<file path="src/rtl/regfile_writeback_arbiter.sv">
// ---------------------------------------------------------------------------
// regfile_writeback_arbiter
//
// Write-back stage that owns the single write port of the 2R/1W register
// file. Single-cycle ALU results always win the port; long-latency load
// results wait in a small in-order queue and drain whenever the ALU leaves
// the port idle. A per-register busy scoreboard tracks loads that have been
// issued but not yet written, so decode can stall on RAW/WAW hazards.
//
// Optional feature (compile-time macro):
//   RF_WB_BYPASS_EN  - when defined, a load result that arrives while the
//                      queue is empty and no ALU result is present is written
//                      directly (one cycle earlier) instead of being queued.
//                      When undefined, every load goes through the queue.
//
// Parameters:
//   DATA_WIDTH     result / write data width
//   REG_NUM_WIDTH  register number width
//   REG_FILE_SIZE  number of architectural registers (busy mask width)
//   FIFO_DEPTH     load queue entries (power of 2, at least 2)
//
// Ports:
//   clk, rst      clock and synchronous active-high reset
//   aluValid      ALU result valid this cycle (never stalled)
//   aluNum        ALU destination register
//   aluData       ALU result
//   ldIssue       load issued this cycle; marks ldIssueNum busy
//   ldIssueNum    destination of the issued load
//   ldValid       load result offered
//   ldReady       load result accepted when ldValid && ldReady
//   ldNum         load result destination register
//   ldData        load result data
//   busy          bit r set: load to r issued and not yet written
//   qCount        load queue occupancy
//   wrData        register file write data (registered)
//   wrNum         register file write number (registered)
//   wrEnable      register file write enable (registered)
// ---------------------------------------------------------------------------
module regfile_writeback_arbiter #(
  parameter int DATA_WIDTH    = 32,
  parameter int REG_NUM_WIDTH = 5,
  parameter int REG_FILE_SIZE = 32,
  parameter int FIFO_DEPTH    = 4
) (
  input  logic                          clk,
  input  logic                          rst,
  input  logic                          aluValid,
  input  logic [REG_NUM_WIDTH-1:0]      aluNum,
  input  logic [DATA_WIDTH-1:0]         aluData,
  input  logic                          ldIssue,
  input  logic [REG_NUM_WIDTH-1:0]      ldIssueNum,
  input  logic                          ldValid,
  output logic                          ldReady,
  input  logic [REG_NUM_WIDTH-1:0]      ldNum,
  input  logic [DATA_WIDTH-1:0]         ldData,
  output logic [REG_FILE_SIZE-1:0]      busy,
  output logic [$clog2(FIFO_DEPTH):0]   qCount,
  output logic [DATA_WIDTH-1:0]         wrData,
  output logic [REG_NUM_WIDTH-1:0]      wrNum,
  output logic                          wrEnable
);

  localparam int PTR_W = $clog2(FIFO_DEPTH);
  localparam int CNT_W = PTR_W + 1;
  localparam logic [CNT_W-1:0]         FULL_COUNT = CNT_W'(FIFO_DEPTH);
  localparam logic [CNT_W-1:0]         CNT_ONE    = CNT_W'(1);
  localparam logic [PTR_W-1:0]         PTR_ONE    = PTR_W'(1);
  localparam logic [REG_FILE_SIZE-1:0] BUSY_ONE   = REG_FILE_SIZE'(1);

  // One queued load result: destination register plus its data.
  typedef struct packed {
    logic [REG_NUM_WIDTH-1:0] num;
    logic [DATA_WIDTH-1:0]    data;
  } entry_t;

  entry_t                   queue_mem [FIFO_DEPTH];
  logic [PTR_W-1:0]         head_ptr;
  logic [PTR_W-1:0]         tail_ptr;
  logic [CNT_W-1:0]         count;

  logic                     queue_empty;
  logic                     load_accept;
  logic                     load_nonzero;
  logic                     take_queue;
  logic                     take_bypass;
  logic                     do_push;
  logic                     do_pop;
  logic                     sel_valid;
  logic [REG_NUM_WIDTH-1:0] sel_num;
  logic [DATA_WIDTH-1:0]    sel_data;
  logic [REG_FILE_SIZE-1:0] clear_mask;
  logic [REG_FILE_SIZE-1:0] set_mask;
  entry_t                   head_entry;

  // ldReady depends only on the registered occupancy, so a full queue
  // refuses a new load even in the cycle it is popping; this keeps
  // aluValid/ldValid off any combinational path to ldReady.
  assign ldReady    = (count != FULL_COUNT);
  assign qCount     = count;
  assign head_entry = queue_mem[head_ptr];

  // Write port selection. The ALU always owns the port when it has a result;
  // an ALU result to r0 still occupies the port but produces no write. The
  // queue head drains only when the ALU is silent. With the bypass built in,
  // a load arriving to an empty queue on an idle port skips the queue.
  always_comb begin
    queue_empty  = (count == '0);
    load_accept  = ldValid && ldReady;
    load_nonzero = (ldNum != '0);
    take_queue   = !aluValid && !queue_empty;
`ifdef RF_WB_BYPASS_EN
    take_bypass  = !aluValid && queue_empty && load_accept;
`else
    take_bypass  = 1'b0;
`endif
    do_pop       = take_queue;
    // Loads to r0 complete the handshake but are simply dropped.
    do_push      = load_accept && load_nonzero && !take_bypass;

    sel_valid    = 1'b0;
    sel_num      = '0;
    sel_data     = '0;
    clear_mask   = '0;

    if (aluValid) begin
      sel_valid = (aluNum != '0);
      sel_num   = aluNum;
      sel_data  = aluData;
    end else if (take_queue) begin
      sel_valid  = 1'b1;
      sel_num    = head_entry.num;
      sel_data   = head_entry.data;
      clear_mask = BUSY_ONE << head_entry.num;
    end else if (take_bypass) begin
      sel_valid  = load_nonzero;
      sel_num    = ldNum;
      sel_data   = ldData;
      clear_mask = load_nonzero ? (BUSY_ONE << ldNum) : '0;
    end

    set_mask = (ldIssue && (ldIssueNum != '0)) ? (BUSY_ONE << ldIssueNum) : '0;
  end

  // Queue storage carries no reset; only the pointers and count define
  // which entries are live, so clearing those discards everything.
  always_ff @(posedge clk) begin
    if (do_push) begin
      queue_mem[tail_ptr].num  <= ldNum;
      queue_mem[tail_ptr].data <= ldData;
    end
  end

  // Queue pointers and occupancy. Pointers wrap naturally because the depth
  // is a power of two; a simultaneous push and pop leaves the count alone.
  always_ff @(posedge clk) begin
    if (rst) begin
      head_ptr <= '0;
      tail_ptr <= '0;
      count    <= '0;
    end else begin
      if (do_push) begin
        tail_ptr <= tail_ptr + PTR_ONE;
      end
      if (do_pop) begin
        head_ptr <= head_ptr + PTR_ONE;
      end
      case ({do_push, do_pop})
        2'b10:   count <= count + CNT_ONE;
        2'b01:   count <= count - CNT_ONE;
        default: count <= count;
      endcase
    end
  end

  // Pending-load scoreboard. A bit clears in the cycle its queued (or
  // bypassed) write is selected; a new issue to the same register in that
  // cycle must leave it set, so the set mask is applied last.
  always_ff @(posedge clk) begin
    if (rst) begin
      busy <= '0;
    end else begin
      busy <= (busy & ~clear_mask) | set_mask;
    end
  end

  // Registered write port. Number and data only change when a write is
  // actually selected.
  always_ff @(posedge clk) begin
    if (rst) begin
      wrEnable <= 1'b0;
      wrNum    <= '0;
      wrData   <= '0;
    end else begin
      wrEnable <= sel_valid;
      if (sel_valid) begin
        wrNum  <= sel_num;
        wrData <= sel_data;
      end
    end
  end

endmodule

</file>
<file path="config.mk">
export PLATFORM = sky130hd
export DESIGN_NAME = regfile_writeback_arbiter
export DESIGN_NICKNAME = d
export VERILOG_FILES = /design/src/rtl/regfile_writeback_arbiter.sv
export SDC_FILE = /design/constraint.sdc
export NUM_CORES = 1
export LEC_CHECK = 0
export CAP_MARGIN = 20
export CORE_MARGIN = 3
export CORE_UTILIZATION = 49
export CTS_BUF_LIST = sky130_fd_sc_hd__clkbuf_8
export CTS_CLUSTER_DIAMETER = 40
export DETAILED_ROUTE_END_ITERATION = 7
export GPL_TIMING_DRIVEN = 0
export HOLD_SLACK_MARGIN = 0.02
export PLACE_DENSITY = 0.78
export SKIP_LAST_GASP = 1
export SYNTH_ARGS = -nofsm -noshare
export SYNTH_HDL_FRONTEND = slang
export SYNTH_SLANG_ARGS = --single-unit
export TNS_END_PERCENT = 10
</file>
<file path="constraint.sdc">
create_clock -name clk -period 2.53 [get_ports clk]
set_clock_uncertainty 0.1 [all_clocks]
set_input_delay 0.253 -clock clk [delete_from_list [all_inputs] [get_ports clk]]
set_output_delay 0.253 -clock clk [all_outputs]
set_load 0.02 [all_outputs]
</file>
# After elaboration in Yosys (flattened, before gate mapping)
# Memory sizes are Yosys's and may differ from the RTL's. A register that Yosys moved wholly into a read port is not among the register bits.
# Cells that the tools add are included.
[classes]
muxes = 14
n_eq_ne = 3
n_reduce_logical = 11
n_bitwise = 3
shifts = 2
add_sub_neg = 4
[op_table]
columns = ["op", "n"]
rows = [
  ["$mux W32", 5],
  ["$shl A1 B5 Y32 const A", 2],
  ["$and A32 B32 Y32", 1],
  ["$not A32 Y32", 1],
  ["$or A32 B32 Y32", 1],
  ["$reduce_bool A5 Y1", 3],
  ["$mux W5", 2],
  ["$pmux W3 S2", 1],
  ["$add A2 B1 Y2 const B", 2],
  ["$logic_and A1 B1 Y1", 4],
  ["$mux W1", 4],
  ["$mux W2", 2],
  ["$add A3 B1 Y3 const B", 1],
  ["$logic_not A3 Y1", 1],
  ["$ne A3 B3 Y1 const B", 1],
  ["$sub A3 B1 Y3 const B", 1],
  ["$eq A2 B1 Y1 const B", 1],
  ["$eq A2 B2 Y1 const B", 1],
  ["$logic_not A1 Y1", 2],
  ["$reduce_bool A2 Y1", 1],
]
[word_totals]
register_bits = 77
memories = 1
inputBits = 84
out_inout_bits = 74
mem_bits_rw = 148
word_cells = 45
[memory_table]
columns = ["name", "depth", "word_bits", "read_ports", "rd_ports_with_merged_regs", "wr", "line", "source"]
rows = [
  ["queue_mem", 4, 37, 1, 1, 1, "76", "entry_t queue_mem [FIFO_DEPTH];"],
]

# Depth between registers and ports, before layout
# Gate-level depths: netlist of run 1.
[logic_depth]
ltp_word = 8
mapped_depth = 10
ltp_nobuf = 9

# Least setup slack after synthesis of run 1
# No wires, ideal clock.
[synth_timing]
kind = "flip-flop to flip-flop"
startpoint = "register count[2], in the netlist qCount[2]"
endpoint = "register count[2], in the netlist qCount[2]"
required_ns = 2.360
t_arrival_ns = 2.469
setup_ns = 0.070
synth_period_minus_slack_ns = 2.639
path_buffers = 0
stages_incl_launch_ff = 10
path_slack_ns = -0.109
cell_sequence = "dfxtp_1 or3b_2 o211a_1 inv_1 ha_1 inv_1 fa_1 xor2_1 or3_1 a21oi_1"
[synth_between]
elab_chain_cells = 5
elab_cells_between_ends = 12
classes_between = "add/sub: 2; eq/ne: 3; mux: 1; reduce/logical: 6"
[synth_lines]
columns = ["element", "line", "source"]
rows = [
  ["start: declaration", "79", "logic [CNT_W-1:0] count;"],
  ["start signal: assignment", "168", "2'b10: count <= count + CNT_ONE;"],
  ["start signal: assignment", "169", "2'b01: count <= count - CNT_ONE;"],
  ["start signal: assignment", "170", "default: count <= count;"],
  ["$ne A3 B3 Y1 (*)", "98", "assign ldReady = (count != FULL_COUNT);"],
  ["via ldReady", "53", "output logic ldReady,"],
  ["$logic_and A1 B1 Y1 (*)", "108", "load_accept = ldValid && ldReady;"],
  ["$logic_and A1 B1 Y1 (*)", "118", "do_push = load_accept && load_nonzero && !take_bypass;"],
  ["$eq A2 B1 Y1 / $eq A2 B2 Y1 (equally long branches)", "167", "case ({do_push, do_pop})"],
  ["$pmux W3 S2 / $reduce_bool A2 Y1 (equally long branches)", "n/a", ""],
]
# The timed path passes the listed nets; every way through them passes the cells marked *.
# A chain may end at the register's enable or synchronous reset.

# Final worst setup path of run 1
[layout_timing]
startpoint = "register count[0], in the netlist qCount[0]"
endpoint = "register count[2], in the netlist qCount[2]"
[layout_between]
elab_chain_cells = 5
elab_cells_between_ends = 12
classes_between = "add/sub: 2; eq/ne: 3; mux: 1; reduce/logical: 6"
[layout_lines]
columns = ["element", "line"]
rows = [
  ["$ne A3 B3 Y1 / $logic_not A3 Y1 (equally long branches)", "98, 107"],
  ["$logic_and A1 B1 Y1 / $logic_not A1 Y1 (equally long branches)", "108, 110"],
  ["$logic_and A1 B1 Y1, on equally long branches", "118, 110"],
  ["$eq A2 B1 Y1 / $eq A2 B2 Y1 (equally long branches)", "167"],
  ["$pmux W3 S2 / $reduce_bool A2 Y1 (equally long branches)", "n/a"],
]
# Parallel ways exist; a longest one is shown, timed or not.

==> results of run 1 <==
==> critical path, cell delays in order, from the launching register on <==
cell     delay (ps)
dfxtp_2         350
or3b_4          420
o211a_4         180
inv_1            80
ha_1            190
inv_1            60
fa_1            370
xor2_1          170
or3_1           310
a21oi_1         160
==> per-layer routing <==
layer,vias up,global-route usage (%)
li1,2898,-
met1,3182,32.5
met2,357,37.8
met3,45,7.01
met4,2,6.67
met5,-,0
==> worst max path at each step <==
stage          slack, ps                    from                          to  cells after the start
6_report              60  qCount[0]$_SDFFE_PP0P_      qCount[2]$_SDFFE_PP0P_                      9
5_1_grt               -8  qCount[0]$_SDFFE_PP0P_      qCount[2]$_SDFFE_PP0P_                      9
4_1_cts              0.3                ldNum[2]      qCount[2]$_SDFFE_PP0P_                     10
3_5_place_dp        -670                aluValid      qCount[2]$_SDFFE_PP0P_                     11
3_3_place_gp        -790                ldNum[4]  queue_mem[1][18]$_DFFE_PP_                      4
2_1_floorplan         30  qCount[0]$_SDFFE_PP0P_      qCount[2]$_SDFFE_PP0P_                     10
==> cell type report <==
cell class	count	area, um2	share of cell area, %
inverters	8	30.0	0.256
well taps	225	282	2.40
repair buffers	161	1670	14.2
multi-input cells	354	2760	23.6
clock buffers	44	606	5.17
flip-flops and latches	227	6030	51.5
clock inverters	23	121	1.04
plain buffers	49	218	1.86
==> report_power, final <==
part           leakage, nW  switching (mW)  internal (mW)  total [mW]
Clock                0.431            1.40           1.68        3.09
Sequential            2.01           0.221           4.41        4.63
Combinational         1.41            1.63           1.26        2.88
Total                 3.85            3.25           7.35        10.6
==> cell usage in the layout (no fill, tap or decap), types with 32 or more instances in the layout <==
cell,netlist,layout
a311oi_1,41,41
clkbuf_8,0,44
edfxtp_1,148,148
a21oi_1,36,36
clkbuf_1,33,33
o211ai_1,32,32
dfxtp_1,79,76
nor2_1,43,43
mux4_2,36,36
nand2_1,77,76
clkdlybuf4s50_1,0,151
==> timing repair <==
item                       CTS  global route
hold buffers                 0             2
hold endpoints to repair     0             8
setup endpoints to repair    3             1
resized for setup            9             5
==> metrics by stage <==
step           setup WS (ps)  instances  utilization [%]
3_3_place_gp            -787       1018             61.4
6_report                64.1       1091             66.4
2_1_floorplan           25.8        638                -
5_1_grt                -8.31       1091             66.4
4_1_cts                0.267       1089             66.2
3_5_place_dp            -669       1022             62.0
==> flip-flops by register name, indices dropped and copies added, names as in the netlist, named ones only <==
register   count
wrEnable       1
tail_ptr       2
head_ptr       2
qCount         3
wrData        32
wrNum          5
busy          32
queue_mem    148
==> kinds of logic after synthesis <==
kind of cell | Yosys count
DFF | 227
and+or+nand+nor | 164
AOI/OAI and AO/OA | 139
buffers and inverters | 57
muxes | 40
adders and majority gates | 6
xor gates and xnor gates | 5
==> impl_metrics.yaml, run 1 <==
outcome:
  status: "finished, final reports clean"
worst_setup_path:
  worstRegToRegCells: 9
  cp_max_fo: 7
  r2r_start: "qCount[0]$_SDFFE_PP0P_"
  arrival_ps: 2800
  r2r_end: "qCount[2]$_SDFFE_PP0P_"
  required_ps: 2870
  reg2reg_slack_ps: 60
  crit_type: "flip-flop to flip-flop"
  end_kind: "flip-flop"
  start_kind: "flip-flop"
detailed_routing:
  dr_wl_met3_um: 2470
  dr.pass1.iters: 5
  drc: 0
  first_iter_violations: 474
  wl_met1_um: 9660
  num_vias: 6484
  wl_per_cell_um: 21.8
  vias_per_cell: 5.94
  drtAntennaViolNets: 0
  topRoutingLayerUsed: "met5"
  wl_met2_um: 11200
  routed_wl_um: 23800
place:
  port_buffers: 155
  place_area_um2: 10900
  gp_congestion: 0.925
  place_hpwl_um: 16400
synth:
  synth.top_cell.area_share_pct: 49.3
  synth_compound_area_share_pct: 11.2
  synth-adder-area-share_pct: 0.917
  synth_top_family_by_area: "compound AO/OA/AOI/OAI gates"
  syn_inst: 638
  ys_seq_area_share_pct: 66.9
  synth_common_cells: "edfxtp_1 (148), dfxtp_1 (79), nand2_1 (77)"
  postSynthAreaPerCell_um2: 14.1
  synth_area_leaders: "edfxtp_1 (49%), dfxtp_1 (18%), mux4_2 (9.0%), a311oi_1 (4.0%), nand2_1 (3.2%)"
  synth-warning-count: 0
  yosysMostFrequentCell: "edfxtp_1"
  synth_area_um2: 9010
  synthXorXnorAreaFrac_pct: 0.486
  yosys.area_share.simple_pct: 8.21
  async_flop_share_pct: 0
  syn_nets: 728
  synth.distinct_cells: 43
  synth_top_flop_cell: "edfxtp_1"
  synth_edf_count: 148
  yosys.area.top_type: "edfxtp_1"
  synthMuxAreaShare_pct: 9.64
  synth_seq_cells: 227
clock_network:
  cts-root-buf: "clkbuf_8"
  cts_buffers: 37
  clk_latency_ps: 520
  path_clk_slew_ps: 60
  htreeDepth: 2
  cts_setup_buffers: 0
  clk_path_buf_depth: 3
  clock_sinks: 227
  cts_tree: "built"
timing:
  period_share_pct: 97.5
  clock.fmax_mhz: 406
  final-hold-violation-count: 0
  tns_ps: 0
  relSlewSlack_pct: 45.0
  tightest_slew_ps: 822
  setup_viol: 0
  maxSlewViolCount: 0
  hold_slack_ps: 64.3
  fin_crit_ps: 2470
run:
  drv_cap: 0
die:
  die_area_um2: 20000
  dieHeight_um: 142
  start_util_pct: 51.0
  row_count: 48
  io_pins: 158
  coreArea_um2: 17700
  die_x_um: 142
global_route:
  antenna_found_initial: 1
  grt_pass1_vias: 6741
  grt_max_degree: 28
  grt_usage_pct: 23.9
  grt_pass1_wl_um: 37500
  grt_overflow: 0
final_layout:
  layout-drive-gt1-share_pct: 13.3
  fillers: 1271
  antenna_cells: 0
  nNetsFinal: 928
  syn_to_final_growth_pct: 30.1
  final_cell_area_um2: 11700
hold_path:
  hold_end: "queue_mem[0][35]$_DFFE_PP_"
  holdPathStages: 1
  hp-start: "ldNum[3]"
  hp-class: "input pin to flip-flop"
pwr:
  power_density_nw_per_um2: 905
  p_leak_nw: 3.85
  power_mw: 10.6
  vdd_drop_max_v: 0.000582
Note: power is estimated with default switching activity, not from simulation.
==> run 2, diff against run 1 <==
--- a/config.mk
+++ b/config.mk
@@ -6,14 +6,15 @@
 export NUM_CORES = 1
 export LEC_CHECK = 0
 export CAP_MARGIN = 20
+export CORE_ASPECT_RATIO = 0.9
 export CORE_MARGIN = 3
-export CORE_UTILIZATION = 49
+export CORE_UTILIZATION = 40
 export CTS_BUF_LIST = sky130_fd_sc_hd__clkbuf_8
 export CTS_CLUSTER_DIAMETER = 40
 export DETAILED_ROUTE_END_ITERATION = 7
 export GPL_TIMING_DRIVEN = 0
 export HOLD_SLACK_MARGIN = 0.02
-export PLACE_DENSITY = 0.78
+export PLACE_DENSITY = 0.66
 export SKIP_LAST_GASP = 1
 export SYNTH_ARGS = -nofsm -noshare
 export SYNTH_HDL_FRONTEND = slang
==> run 2 against run 1 <==
Compared with the run above:
- global-route usage down 4.6 points
- setup slack better by 74 ps
- via count down 2.7%
- non-clock buffer count up 3
- largest cell class unchanged
==> impl_metrics.yaml, run 2 (synthesis results as in run 1) <==
detailed_routing:
  vias_per_cell: 5.41
  drc: 0
  wl_per_cell_um: 20.1
  dr.pass1.iters: 5
  num_vias: 6312
  routed_wl_um: 23500
  drtAntennaViolNets: 0
  first_iter_violations: 462
pwr:
  swShare_pct: 30.3
  combPwrFrac_pct: 26.7
  p_clk_share_pct: 31.1
  power_density_nw_per_um2: 914
  vdd_drop_max_v: 0.000514
  switchingPower_mw: 3.31
  p_leak_nw: 3.91
  power_mw: 10.9
  p_seq_share_pct: 42.2
  p_int_mw: 7.61
clock_network:
  htreeDepth: 2
  path_clk_slew_ps: 60
  clk_latency_ps: 530
  clock_sinks: 227
  cts_buffers: 40
  cts-root-buf: "clkbuf_8"
  clk_path_buf_depth: 3
  cts_tree: "built"
die:
  start_util_pct: 41.1
  coreArea_um2: 21900
  dieHeight_um: 148
  die_x_um: 164
  row_count: 51
  io_pins: 158
  die_area_um2: 24400
timing:
  period_share_pct: 94.5
  setup_viol: 0
  maxSlewViolCount: 0
  final-hold-violation-count: 0
  clock.fmax_mhz: 418
  relSlewSlack_pct: 46.7
  tightest_slew_ps: 798
  fin_crit_ps: 2390
final_layout:
  largest_reg_flops: 148
  final_cell_area_um2: 11900
  layout_common_cells: "clkdlybuf4s50_1 (151), edfxtp_1 (148), nand2_1 (76), dfxtp_1 (76), clkbuf_8 (44)"
  syn_to_final_growth_pct: 32.5
  final_common_cell: "clkdlybuf4s50_1"
  final_util_pct: 54.5
  fin_cells: 1166
  layout-drive-gt1-share_pct: 14.0
  nNetsFinal: 934
  top_register: "queue_mem"
  reg_top3: "queue_mem (148), busy (32), wrData (32)"
outcome:
  status: "finished, final reports clean"
place:
  gp_congestion: 0.801
  dp_cells: 1088
  place_area_um2: 11000
  place_hpwl_um: 16000
  port_buffers: 155
hold_path:
  hp-class: "input pin to flip-flop"
global_route:
  grt_pass1_vias: 6390
  antenna_found_initial: 1
  grt_overflow: 0
  grt_max_degree: 30
  grt_usage_pct: 19.3
  grt_pass1_wl_um: 36400
worst_setup_path:
  crit_type: "flip-flop to flip-flop"
  arrival_ps: 2720
  crit_slowest_cell: "or3b_4"
  start_kind: "flip-flop"
  crit_chain: "or3b_4, o211a_4, inv_1, ha_2, inv_1, fa_1, xor2_1, or3_1, a21oi_1"
  path_common_cell: "inv_1"
  max_stage_delay_ps: 410
  cp_max_fo: 7
  required_ps: 2860
  end_kind: "flip-flop"
run:
  drv_cap: 0
[run 2: critical path: cells and delay by family, from the launching register on]
family	cells	cell delay (ps)
buffers and inverters	2	130
and+or+nand+nor	2	710
AOI/OAI and AO/OA	2	310
DFF	1	350
adders and majority gates	2	560
xor gates and xnor gates	1	160
[run 2: timing repair]
action / 4_1_cts / 5_1_grt
buffers inserted: 1 / 0
endpoints found under the setup margin: 10 / 2
resized for setup: 6 / 10
cloned: 0 / 0
hold buffers: 0 / 4
hold endpoints to repair: 0 / 16
[run 2: per-stage QoR]
stage	hold slack (ps)	worst slack, ps	setup TNS (ps)
after detailed placement	356	-712	-13980
after floorplan	252	25.8	0
final	200	138	0
after CTS	178	2.88	0
after global placement	353	-879	-131420
after global routing	227	-6.87	-6.87
[run 2: per-layer routing]
layer / vias up / GRT usage [%] / part of all wire [%]
li1: 2911 / - / -
met1: 3082 / 27.7 / 43
met2: 263 / 29.4 / 46
met3: 56 / 3.73 / 7.8
met4: 0 / 7.15 / 2.9
met5: - / 0 / 0
[run 2: path summary, 6_finish.rpt]
kind	startpoint	endpoint	slack [ps]	cells after the start
worst max-delay path	qCount[0]$_SDFFE_PP0P_	qCount[2]$_SDFFE_PP0P_	140	9
worst min register to register	busy[26]$_SDFF_PP0_	busy[26]$_SDFF_PP0_	360	2
worst min-delay path	aluNum[4]	wrData[3]$_SDFFE_PP0P_	200	3
worst max register to register	qCount[0]$_SDFFE_PP0P_	qCount[2]$_SDFFE_PP0P_	140	9
[run 2: layout make-up]
| type | count | area (um2) |
|---|---|---|
| Inverter | 8 | 33.8 |
| Sequential cell | 227 | 6030 |
| Multi-Input combinational cell | 354 | 2770 |
| Timing Repair Buffer | 164 | 1710 |
| Antenna cell | 1 | 2.50 |
| Clock inverter | 28 | 198 |
| Clock buffer | 44 | 606 |
| Fill cell | 1800 | 9950 |
| Buffer | 49 | 221 |
| Tap cell | 291 | 364 |
[run 2: power groups by stage]
stage                     logic (mW)  registers (mW)  clock network (mW)
final                           2.91            4.60                3.40
after global routing            3.16            4.65                3.64
after CTS                       2.91            4.60                3.47
after detailed placement        2.86            4.67                   0
after global placement          2.78            4.68                   0
after floorplan                 1.54            4.85                   0
